$ cat src/rtl/plot_arbiter.sv
// plot_arbiter: merges the bird and hunter pixel streams into the single
// write port of a 160x120 vga_adapter. Grants last a whole sprite, ties are
// broken round-robin, and off-screen pixels are discarded and counted.
//
// state     | meaning
// ----------+---------------------------------------------------------
// S_IDLE    | no grant; pick a source from the current valids
// S_GRANT_A | bird drawer owns the port until its last pixel or timeout
// S_GRANT_B | hunter drawer owns the port until its last pixel or timeout
module plot_arbiter #(
  parameter int X_MAX   = 160,
  parameter int Y_MAX   = 120,
  parameter int TIMEOUT = 16
) (
  input  logic       clock,
  input  logic       reset,
  input  logic       a_valid,
  output logic       a_ready,
  input  logic [7:0] a_x,
  input  logic [6:0] a_y,
  input  logic [2:0] a_colour,
  input  logic       a_last,
  input  logic       b_valid,
  output logic       b_ready,
  input  logic [7:0] b_x,
  input  logic [6:0] b_y,
  input  logic [2:0] b_colour,
  input  logic       b_last,
  output logic [7:0] x,
  output logic [6:0] y,
  output logic [2:0] colour,
  output logic       plot,
  output logic [7:0] drop_count
);

  // One extra bit so the limits may equal the full port range.
  localparam logic [8:0] X_LIM   = 9'(X_MAX);
  localparam logic [7:0] Y_LIM   = 8'(Y_MAX);
  localparam logic [7:0] TO_LAST = 8'(TIMEOUT - 1);

  localparam logic SRC_A = 1'b0;
  localparam logic SRC_B = 1'b1;

  typedef enum logic [1:0] {
    S_IDLE    = 2'd0,
    S_GRANT_A = 2'd1,
    S_GRANT_B = 2'd2
  } state_t;

  state_t     r_state;
  state_t     w_state_nxt;
  logic       r_last_served;
  logic       w_last_served_nxt;
  logic [7:0] r_idle_cnt;
  logic [7:0] w_idle_cnt_nxt;

  logic [7:0] r_x;
  logic [6:0] r_y;
  logic [2:0] r_colour;
  logic       r_plot;
  logic [7:0] r_drop_count;

  logic       w_xfer_a;
  logic       w_xfer_b;
  logic       w_xfer;
  logic [7:0] w_sel_x;
  logic [6:0] w_sel_y;
  logic [2:0] w_sel_colour;
  logic       w_in_range;

  // Ready depends on state alone so sources can never form a comb loop.
  assign a_ready  = (r_state == S_GRANT_A);
  assign b_ready  = (r_state == S_GRANT_B);

  assign w_xfer_a = a_valid & a_ready;
  assign w_xfer_b = b_valid & b_ready;
  assign w_xfer   = w_xfer_a | w_xfer_b;

  assign w_sel_x      = (r_state == S_GRANT_B) ? b_x      : a_x;
  assign w_sel_y      = (r_state == S_GRANT_B) ? b_y      : a_y;
  assign w_sel_colour = (r_state == S_GRANT_B) ? b_colour : a_colour;

  // Unsigned compare: coordinates that wrapped below zero land high and drop.
  assign w_in_range = ({1'b0, w_sel_x} < X_LIM) && ({1'b0, w_sel_y} < Y_LIM);

  // Arbitration state, round-robin pointer and grant idle timer.
  always_ff @(posedge clock or posedge reset) begin
    if (reset) begin
      r_state       <= S_IDLE;
      r_last_served <= SRC_B;
      r_idle_cnt    <= 8'd0;
    end else begin
      r_state       <= w_state_nxt;
      r_last_served <= w_last_served_nxt;
      r_idle_cnt    <= w_idle_cnt_nxt;
    end
  end

  // Next-state logic: pick a source, hold it for a sprite, release on last or timeout.
  always_comb begin
    w_state_nxt       = r_state;
    w_last_served_nxt = r_last_served;
    w_idle_cnt_nxt    = r_idle_cnt;
    case (r_state)
      S_IDLE: begin
        w_idle_cnt_nxt = 8'd0;
        if (a_valid && b_valid) begin
          w_state_nxt = (r_last_served == SRC_B) ? S_GRANT_A : S_GRANT_B;
        end else if (a_valid) begin
          w_state_nxt = S_GRANT_A;
        end else if (b_valid) begin
          w_state_nxt = S_GRANT_B;
        end
      end
      S_GRANT_A: begin
        if (w_xfer_a) begin
          w_idle_cnt_nxt = 8'd0;
          if (a_last) begin
            w_last_served_nxt = SRC_A;
            w_state_nxt       = b_valid ? S_GRANT_B : S_IDLE;
          end
        end else if (r_idle_cnt == TO_LAST) begin
          w_idle_cnt_nxt    = 8'd0;
          w_last_served_nxt = SRC_A;
          w_state_nxt       = S_IDLE;
        end else begin
          w_idle_cnt_nxt = r_idle_cnt + 8'd1;
        end
      end
      S_GRANT_B: begin
        if (w_xfer_b) begin
          w_idle_cnt_nxt = 8'd0;
          if (b_last) begin
            w_last_served_nxt = SRC_B;
            w_state_nxt       = a_valid ? S_GRANT_A : S_IDLE;
          end
        end else if (r_idle_cnt == TO_LAST) begin
          w_idle_cnt_nxt    = 8'd0;
          w_last_served_nxt = SRC_B;
          w_state_nxt       = S_IDLE;
        end else begin
          w_idle_cnt_nxt = r_idle_cnt + 8'd1;
        end
      end
      default: begin
        w_state_nxt    = S_IDLE;
        w_idle_cnt_nxt = 8'd0;
      end
    endcase
  end

  // Output register: latch on-screen pixels, strobe plot, count drops.
  always_ff @(posedge clock or posedge reset) begin
    if (reset) begin
      r_x          <= 8'd0;
      r_y          <= 7'd0;
      r_colour     <= 3'd0;
      r_plot       <= 1'b0;
      r_drop_count <= 8'd0;
    end else begin
      r_plot <= 1'b0;
      if (w_xfer) begin
        if (w_in_range) begin
          r_x      <= w_sel_x;
          r_y      <= w_sel_y;
          r_colour <= w_sel_colour;
          r_plot   <= 1'b1;
        end else if (r_drop_count != 8'hFF) begin
          r_drop_count <= r_drop_count + 8'd1;
        end
      end
    end
  end

  assign x          = r_x;
  assign y          = r_y;
  assign colour     = r_colour;
  assign plot       = r_plot;
  assign drop_count = r_drop_count;

endmodule
$ cat config.mk
export PLATFORM = sky130hd
export DESIGN_NAME = plot_arbiter
export DESIGN_NICKNAME = d
export VERILOG_FILES = /design/src/rtl/plot_arbiter.sv
export SDC_FILE = /design/constraint.sdc
export NUM_CORES = 1
export LEC_CHECK = 0
export CAP_MARGIN = 20
export CORE_MARGIN = 1.5
export CORE_UTILIZATION = 60
export DETAILED_ROUTE_END_ITERATION = 12
export DONT_BUFFER_PORTS = 1
export PLACE_DENSITY = 0.77
export REMOVE_ABC_BUFFERS = 1
export SLEW_MARGIN = 20
export SYNTH_ARGS = -nofsm -noshare
export SYNTH_HDL_FRONTEND = slang
export SYNTH_SLANG_ARGS = --single-unit
$ cat constraint.sdc
create_clock -name clock -period 2.45 [get_ports clock]
set_input_delay 0.245 -clock clock [delete_from_list [all_inputs] [get_ports clock]]
set_output_delay 0.245 -clock clock [all_outputs]
set_load 0.005 [all_outputs]
After elaboration in Yosys (flattened, before gate mapping)

Index checks and enable logic that the tools add are counted.

Logic and storage cells: 61
Output and inout bits: 29
Register bits after elaboration: 38
Input port bits: 42

Equality and inequality tests: 9
Order comparisons: 2
Multiplexer cells: 28
Reduce and logical (&&, ||, !) cells: 8
Bitwise operators: 4
$add $sub $neg: 2

Operators with widths:

| cell                                                                    | number |
|---|---|
| 8-bit two-way mux                                                       | 4 |
| 2-bit two-way mux                                                       | 10 |
| 8-bit by 1-bit adder with 8-bit output, second input constant           | 2 |
| 8-bit case mux with 2 select lines                                      | 1 |
| 1-bit two-way mux                                                       | 9 |
| 8-bit by 4-bit == test with 1-bit output, second input constant         | 1 |
| 8-bit < comparator, second input constant                               | 1 |
| 8-bit inequality test, second input constant                            | 1 |
| 7-bit < comparator, second input constant                               | 1 |
| 7-bit two-way mux                                                       | 1 |
| 3-bit by 1-bit inequality test with 1-bit output, second input constant | 2 |
| 3-bit inequality test, second input constant                            | 2 |
| 2-bit case mux with 3 select lines                                      | 1 |
| 3-bit AND reduction                                                     | 2 |
| 5-bit AND reduction                                                     | 1 |
| 4-bit inequality test, second input constant                            | 1 |
| 3-bit two-way mux                                                       | 1 |
| 1-bit bitwise AND                                                       | 2 |
| 2-bit by 1-bit == test with 1-bit output, second input constant         | 1 |
| 2-bit == test, second input constant                                    | 1 |
| 1-bit logical AND                                                       | 2 |
| 2-bit logical NOT                                                       | 1 |
| 1-bit case mux with 2 select lines                                      | 1 |
| 2-bit AND reduction                                                     | 1 |
| other kinds (3)                                                         | 3 |

Depth between registers and ports, before layout

Gate-level depths: netlist (run 1).

Word-level depth: 6
Depth in mapped cells: 9
Gate-level depth less buffers: 7

Worst setup path after synthesis (run 1)

Ideal clock, no wire load.

Path kind: register to register
Start: register r_state[0]
End: register r_drop_count[1] (netlist: drop_count[1])
Data required time: 2325 ps
Stages on the path, launching flop included: 8
Period minus slack after synthesis: 1902 ps
Library setup time: 125 ps
Path buffers: 1
Data arrival time: 1778 ps
Slack: 548 ps
Path through: dfrtp_1 -> inv_1 -> ha_1 -> buf_4 -> nor2b_1 -> nand4_1 -> a31oi_4 -> mux2_2

Cells in the longest elaborated chain, start to end: 6
Elaborated cells on any way between the ends: 12
Those cells by class: order compare: 2; eq/ne: 2; mux: 2; bitwise: 4; reduce/logical: 2

RTL lines:

| element                                                         | RTL line | RTL |
|---|---|---|
| start: declaration                                              | 50       | `state_t r_state;` |
| start signal: assignment                                        | 93       | `r_state <= w_state_nxt;` |
| 2-bit == test (*)                                               | 73       | `assign b_ready = (r_state == S_GRANT_B);` |
| net b_ready                                                     | 24       | `output logic b_ready,` |
| 8-bit two-way mux / 7-bit two-way mux (equally long branches)   | 79, 80   |  |
| 8-bit < comparator / 7-bit < comparator (equally long branches) | 84       | `assign w_in_range = ({1'b0, w_sel_x} < X_LIM) && ({1'b0, w_sel_y} < Y_LIM);` |
| 1-bit logical AND                                               | 84       |  |
| 1-bit inverter (no source line)                                 | n/a      |  |
| 3-bit AND reduction (no source line) (*)                        | n/a      |  |
| end signal: assignment                                          | 169      | `r_drop_count <= r_drop_count + 8'd1;` |
| end: declaration                                                | 61       | `logic [7:0] r_drop_count;` |

Mark *: on every way through the listed nets, which the timed path passes. The rest lies on a longest branch.
A chain may end at the register's enable or synchronous reset.

Final worst setup path (run 1)

Ends and elaborated chain as after synthesis.

==> results.py, run 1 <==
metrics = {
    "run_status": {
        "status": "completed",
    },
    "die": {
        "die_area_mm2": 0.003497,
        "die_w_um": 59.14,
        "pin_count": 71,
        "row_count": 20,
        "initial_core_util_pct": 62.44,
        "die_h_um": 59.14,
        "core_mm2": 0.003028,
    },
    "clocking": {
        "clkTransAtPathRegs_ns": 0.11,
        "cts_tree": "done",
        "worstSkewPairLatency_ns": 0.34,
        "cts_buffers": 5,
        "cts_sinks": 38,
        "clock_tree.buffer_depth": 2,
        "cts-root-buf": "clkbuf_4",
        "post-cts-setup-buffer-count": 0,
        "cts_htree_levels": 2,
    },
    "setup_path": {
        "r2r-end": "drop_count[1]$_DFFE_PP0P_",
        "end_kind": "flip-flop",
        "critPathKind": "reg -> reg",
        "r2r-start": "r_state[0]$_DFFE_PP0P_",
        "crit_arrival_ns": 2.49,
        "cp-start-kind": "flip-flop",
        "cp.required_ns": 2.69,
        "reg2regPathDepth": 6,
        "crit_path_max_fanout": 12,
        "reg2reg_slack_ns": 0.19,
    },
    "global_route": {
        "grt_use_met1_pct": 25.36,
        "grt_use_met3_pct": 8.515,
        "globalRouteOverflowTotal": 0,
        "grt_pass1_wl_um": 5851,
        "track_usage_pct": 22.62,
        "use_met2_pct": 39.84,
        "grt_pass1_vias": 1411,
        "grt.busiest_layer": "met2",
        "grt_max_degree": 38,
        "antenna_found_initial": 0,
    },
    "sta": {
        "finalWorstSetupSlack_ns": 0.1923,
        "worstMarginPinSlew_ns": 0.8744,
        "finalSetupViolations": 0,
        "fin_skew_ns": 0.01463,
        "tns_ns": 0,
        "finalCriticalPeriod_ns": 2.258,
        "fin_hold_ws_ns": 0.06781,
        "fmax_mhz": 442.9,
        "rsz0062_at_grt": "false",
        "relSlewSlack_pct": 41.64,
        "maxSlewViolCount": 0,
        "min_period_over_period_pct": 92.15,
        "final-hold-violation-count": 0,
    },
    "logic_synthesis": {
        "seq_area_frac_synth_pct": 50.36,
        "synthCells": 183,
        "syn_area_mm2": 0.001891,
        "ys_seq_elements": 38,
        "synth_area_leaders": "dfrtp_1, mux2i_1, nand2_1, o21ai_0, ha_1",
        "synth_top_area_share_pct": 48.97,
        "syn_area_per_cell_um2": 10.33,
        "yosysUniqueCellTypes": 32,
        "synth_warnings": 0,
        "synth_top_cell_by_area": "dfrtp_1",
    },
    "layout": {
        "final_cell_mix": "dfrtp_1, nand2_1, o21ai_0, mux2i_1, nor2_1",
        "final_common_cell": "dfrtp_1",
        "drive_gt1_share_pct": 9.948,
        "num_antenna_cells": 0,
        "nFillCells": 237,
        "syn2layout_area_growth_pct": 6.684,
        "fin_nets": 239,
        "final_core_util_pct": 66.61,
    },
    "pwr": {
        "p_per_area_mw_per_mm2": 1043,
        "vdd_drop_max_v": 0.0006508,
        "power.total_w": 0.002103,
        "cellLeakagePower_nw": 0.9281,
    },
    "hold_path": {
        "hold_path_depth": 1,
        "min_path_type": "in -> reg",
        "min_from": "a_valid",
        "worstHoldEndpoint": "r_state[0]$_DFFE_PP0P_",
    },
    "route": {
        "drtIter0Drc": 76,
        "wl_per_cell_um": 15.67,
        "drc": 0,
        "drtPass1Iterations": 4,
        "ant_nets": 0,
        "dr_total_vias": 1376,
        "viasPerCell": 5.855,
        "wirelength_um": 3683,
    },
    "place": {
        "pre_cts_slack_ns": 0.2163,
        "gp_congestion": 0.8840,
        "post-dp-hpwl_um": 2851,
        "portBuffers": 0,
    },
    "flow_run": {
        "cap_violations": 0,
    },
}
[synth_stat cells]
| library cell | instances |
|---|---|
| a211o_1 | 1 |
| a21oi_1 | 1 |
| a22o_1 | 3 |
| a31oi_4 | 1 |
| a32o_1 | 1 |
| and3_1 | 3 |
| buf_2 | 4 |
| buf_4 | 1 |
| clkbuf_2 | 1 |
| dfrtp_1 | 37 |
| dfstp_2 | 1 |
| ha_1 | 6 |
| inv_1 | 8 |
| mux2_2 | 1 |
| mux2_4 | 1 |
| mux2i_1 | 17 |
| nand2_1 | 28 |
| nand3_1 | 7 |
| nand4_1 | 6 |
| nand4_2 | 1 |
| nor2_1 | 12 |
| nor2b_1 | 1 |
| nor3_1 | 1 |
| o211ai_1 | 1 |
| o21ai_0 | 21 |
| o21ai_1 | 1 |
| o21ai_2 | 1 |
| o21bai_1 | 1 |
| o22a_1 | 1 |
| or4_4 | 1 |
| xnor2_1 | 8 |
| xor2_1 | 5 |
[critical path, stage by stage, from the launching register on]
cell,delay (ns)
dfrtp_1,0.43
inv_1,0.10
ha_1,0.49
nor3_1,0.15
a211o_1,0.35
a31oi_4,0.26
mux2_2,0.37
[worst max path at each step]
stage	startpoint	to	slack (ns)
after floorplan	r_state[0]$_DFFE_PP0P_	colour[0]$_DFFE_PP0P_	-0.21
after global placement	r_state[0]$_DFFE_PP0P_	drop_count[1]$_DFFE_PP0P_	0.34
after detailed placement	r_state[0]$_DFFE_PP0P_	drop_count[1]$_DFFE_PP0P_	0.22
after CTS	r_state[0]$_DFFE_PP0P_	drop_count[1]$_DFFE_PP0P_	0.18
after global routing	r_state[0]$_DFFE_PP0P_	drop_count[1]$_DFFE_PP0P_	0.04
final	r_state[0]$_DFFE_PP0P_	drop_count[1]$_DFFE_PP0P_	0.19
[flip-flops by register name, indices dropped and copies added (netlist names)]
signal,count
drop_count,8
r_idle_cnt,8
x,8
y,7
colour,3
r_state,2
plot,1
r_last_served,1
[metal layers]
| layer | routed length [um] | up-vias |
|---|---|---|
| li1 | - | 649 |
| met1 | 1482 | 668 |
| met2 | 1897 | 52 |
| met3 | 260 | 7 |
| met4 | 42 | 0 |
| met5 | 0 | - |
[cell type report]
class                   instances  area, um^2  share of cell area (%)
inverters                       8       30.03                   1.489
flip-flops and latches         38       952.2                   47.21
clock inverters                 1       7.507                  0.3722
well taps                      44       55.05                   2.730
multi-input cells             131       875.8                   43.42
clock buffers                   6       41.29                   2.047
repair buffers                  7       55.05                   2.730
[cells by family after synthesis]
kind of cell	Yosys count	synth area share, %
adders and majority gates	6	3.971
buffers and inverters	14	3.309
xor gates and xnor gates	13	6.023
DFF	38	50.36
and+or+nand+nor	60	14.63
AOI/OAI and AO/OA	33	11.32
muxes	19	10.39
[stage by stage]
step,std cells,area [um^2]
after global routing,235,2017
after CTS,235,2017
after global placement,227,1958
final,235,2017
after detailed placement,227,1958
after floorplan,177,1858
[power by group]
| part | internal (W) | switching [W] |
|---|---|---|
| Clock | 0.000107 | 0.000199 |
| Combinational | 0.000344 | 0.000425 |
| Sequential | 0.000836 | 0.000192 |
[what timing repair did]
action | in CTS | in global routing
gates resized for setup | 0 | 0
hold buffers | 1 | 0
hold endpoints to repair | 21 | 0
(Power assumes the default switching activity.)
==> run 2, diff against run 1 <==
--- a/config.mk
+++ b/config.mk
@@ -5,6 +5,7 @@
 export SDC_FILE = /design/constraint.sdc
 export NUM_CORES = 1
 export LEC_CHECK = 0
+export ABC_AREA = 1
 export CAP_MARGIN = 20
 export CORE_MARGIN = 1.5
 export CORE_UTILIZATION = 60
==> constraint.sdc (replaced) <==
create_clock -name clock -period 2.45 [get_ports clock]
set_input_delay 0.245 -clock clock [delete_from_list [all_inputs] [get_ports clock]]
set_output_delay 0.245 -clock clock [all_outputs]
set_load 0.05 [all_outputs]
==> run 2 against run 1 <==
Effect of this change: final cell count grew 58%; worst setup slack gained 0.15 ns; global-route usage up 1.7 points; largest power group unchanged; total power is 51% higher; the flow now finishes with violations (hold timing); sequential power grew 41%; critical endpoint is now y[4]$_DFFE_PP0P_; area after synthesis increased by 23%; count of clock-buffer cells in the layout increased by 2.
==> results.py, run 2 <==
metrics = {
    "run_status": {
        "status": "finished with violations",
        "violations": "hold timing",
    },
    "clocking": {
        "post-cts-setup-buffer-count": 0,
        "clock_tree.buffer_depth": 2,
        "cts_htree_levels": 2,
        "worstSkewPairLatency_ns": 0.29,
        "cts-root-buf": "clkbuf_8",
        "clkTransAtPathRegs_ns": 0.08,
        "cts_sinks": 38,
        "hold_buffers": 0,
        "cts_tree": "done",
        "ctsResizeCount": 0,
        "cts_buffers": 5,
    },
    "logic_synthesis": {
        "muxShareOfSynthArea_pct": 0,
        "async_reset_ff_share_pct": 100.0,
        "synth_top_cell_by_area": "dfrtp_1",
        "synth_top_family_by_area": "simple AND/OR/NAND/NOR gates",
        "synth_area_leaders": "dfrtp_1, nand2_1, inv_1, nand4_1, nand2_2",
        "synthCells": 312,
        "synth_most_common_cell": "nand2_1",
        "ys.flop_type": "dfrtp_1",
        "synth-xor-area-share_pct": 2.636,
        "ys_seq_elements": 38,
        "seq_area_frac_synth_pct": 40.94,
        "syn_area_mm2": 0.002326,
        "synth_commonest_cells": "nand2_1, dfrtp_1, inv_1, nand4_1, nor2_1",
        "synth_top_area_share_pct": 39.81,
        "synth_warnings": 0,
        "yosysUniqueCellTypes": 28,
        "synth_compound_area_share_pct": 2.367,
        "synth_edf_count": 0,
        "synth_fa_ha_area_share_pct": 3.228,
        "syn_area_per_cell_um2": 7.455,
        "synthSimpleGateAreaFrac_pct": 41.20,
    },
    "route": {
        "drtPass1Iterations": 4,
        "drc": 0,
        "ant_nets": 0,
        "drtIter0Drc": 98,
        "wirelength_um": 4776,
        "dr_total_vias": 1963,
        "wl_per_cell_um": 12.84,
        "viasPerCell": 5.277,
    },
    "die": {
        "die_area_mm2": 0.004259,
        "row_count": 22,
        "die_w_um": 65.26,
        "core_mm2": 0.003689,
        "initial_core_util_pct": 63.06,
        "pin_count": 71,
        "die_h_um": 65.26,
    },
    "layout": {
        "fin_nets": 371,
        "syn2layout_area_growth_pct": 6.724,
        "nFillCells": 339,
        "num_antenna_cells": 0,
        "drive_gt1_share_pct": 13.27,
        "finalNonFillerCells": 372,
        "final_common_cell": "nand2_1",
        "final_cell_mix": "nand2_1, dfrtp_1, inv_1, nand4_1, nor2_1",
    },
    "sta": {
        "fmax_mhz": 473.8,
        "finalSetupViolations": 0,
        "min_period_over_period_pct": 86.15,
        "maxSlewViolCount": 0,
        "finalCriticalPeriod_ns": 2.111,
        "fin_hold_ws_ns": -0.004724,
        "finalWorstSetupSlack_ns": 0.3394,
        "final-hold-violation-count": 6,
        "rsz0062_at_grt": "false",
        "relSlewSlack_pct": 45.31,
        "tns_ns": 0,
        "worstMarginPinSlew_ns": 0.8195,
        "fin_skew_ns": 0.009455,
    },
    "pwr": {
        "cellLeakagePower_nw": 1.397,
        "power.total_w": 0.003173,
        "p_per_area_mw_per_mm2": 1278,
        "vdd_drop_max_v": 0.0009598,
    },
    "place": {
        "gp_congestion": 0.8739,
        "pre_cts_slack_ns": 0.3329,
        "post-place-cells": 364,
        "post-dp-hpwl_um": 3585,
        "portBuffers": 0,
    },
    "global_route": {
        "track_usage_pct": 24.28,
        "grt_pass1_vias": 1847,
        "antenna_found_initial": 0,
        "globalRouteOverflowTotal": 0,
        "grt_max_degree": 23,
        "grt_pass1_wl_um": 7928,
    },
    "setup_path": {
        "cp.required_ns": 2.63,
        "reg2reg_slack_ns": 0.34,
        "critPathKind": "reg -> reg",
        "reg2regPathDepth": 10,
        "crit_path_max_fanout": 19,
        "crit_arrival_ns": 2.29,
        "r2r-end": "y[4]$_DFFE_PP0P_",
        "end_kind": "flip-flop",
        "r2r-start": "r_state[0]$_DFFE_PP0P_",
        "cp-start-kind": "flip-flop",
    },
    "flow_run": {
        "cap_violations": 0,
    },
    "hold_path": {
        "min_path_type": "in -> async",
    },
}
==> run 2: cell count changes in the layout (fill, tap and decap cells not counted), sizes merged, moves of 2 or more <==
cell,delta
nand2,+117
xnor2,-5
clkbuf,+2
mux2i,-17
nand4,+14
a22o,-3
and3,-3
nor2,+8
o21ai,-18
nand3,+11
mux2,-2
buf,+8
inv,+28
==> run 2: critical path, cell delays in order, from the launching register on <==
cell and delay (ns):
dfrtp_1 0.42, inv_1 0.11, ha_1 0.34, buf_4 0.28
nand2_1 0.07, o21ai_0 0.12, nand2_2 0.11, nand2_4 0.15
nand3_4 0.22, nand2_1 0.13, nand2_1 0.07
==> run 2: cell type report <==
| type | count | area [um^2] | share of cell area (%) |
|---|---|---|---|
| Multi-Input combinational cell | 228 | 1150 | 46.32 |
| Sequential cell | 38 | 952.2 | 38.36 |
| Inverter | 36 | 135.1 | 5.444 |
| Timing Repair Buffer | 14 | 105.1 | 4.234 |
| Clock buffer | 8 | 80.08 | 3.226 |
| Tap cell | 48 | 60.06 | 2.419 |
==> run 2: cells by family (layout without fill, tap and decap cells) <==
group / after synthesis / count (layout)
compound gates: 8 / 8
fa+ha+maj: 6 / 6
simple gates: 207 / 207
xor+xnor: 7 / 7
flops: 38 / 38
buf+inv: 46 / 58
==> run 2: where the power goes <==
part	switching (W)	leakage, nW	total [W]	internal, W
Combinational	0.000893	0.863	0.00130	0.000409
Clock	0.000215	0.0395	0.000418	0.000202
Sequential	0.000639	0.495	0.00145	0.000814
==> run 2: worst max path at each step <==
stage | end | cells past startpoint | slack (ns) | from
6_report | y[4]$_DFFE_PP0P_ | 10 | 0.34 | r_state[0]$_DFFE_PP0P_
5_1_grt | x[4]$_DFFE_PP0P_ | 10 | 0.12 | r_state[0]$_DFFE_PP0P_
4_1_cts | y[4]$_DFFE_PP0P_ | 10 | 0.32 | r_state[0]$_DFFE_PP0P_
3_5_place_dp | y[4]$_DFFE_PP0P_ | 10 | 0.33 | r_state[0]$_DFFE_PP0P_
3_3_place_gp | x[4]$_DFFE_PP0P_ | 10 | 0.44 | r_state[0]$_DFFE_PP0P_
2_1_floorplan | drop_count[6]$_DFFE_PP0P_ | 11 | -0.17 | r_state[0]$_DFFE_PP0P_
==> run 2: per-stage QoR <==
step | utilization [%] | cell area (um^2)
floorplan | - | 2237
global placement | 65.13 | 2402
detailed placement | 65.13 | 2402
CTS | 67.30 | 2482
global route | 67.30 | 2482
finish | 67.30 | 2482
==> run 2: metal layers <==
| metal | global-route usage (%) | wire (um) |
|---|---|---|
| met2 | 41.71 | 2313 |
| met3 | 4.623 | 247 |
| met4 | 10.16 | 85 |
| met1 | 29.87 | 2129 |
| met5 | 0 | 0 |
==> run 3, diff against run 2 <==
--- a/config.mk
+++ b/config.mk
@@ -13,7 +13,6 @@
 export DONT_BUFFER_PORTS = 1
 export PLACE_DENSITY = 0.77
 export REMOVE_ABC_BUFFERS = 1
-export SLEW_MARGIN = 20
 export SYNTH_ARGS = -nofsm -noshare
 export SYNTH_HDL_FRONTEND = slang
 export SYNTH_SLANG_ARGS = --single-unit
==> results of run 3 <==
No change in the layout: final DEF, timing and power equal those of run 2.
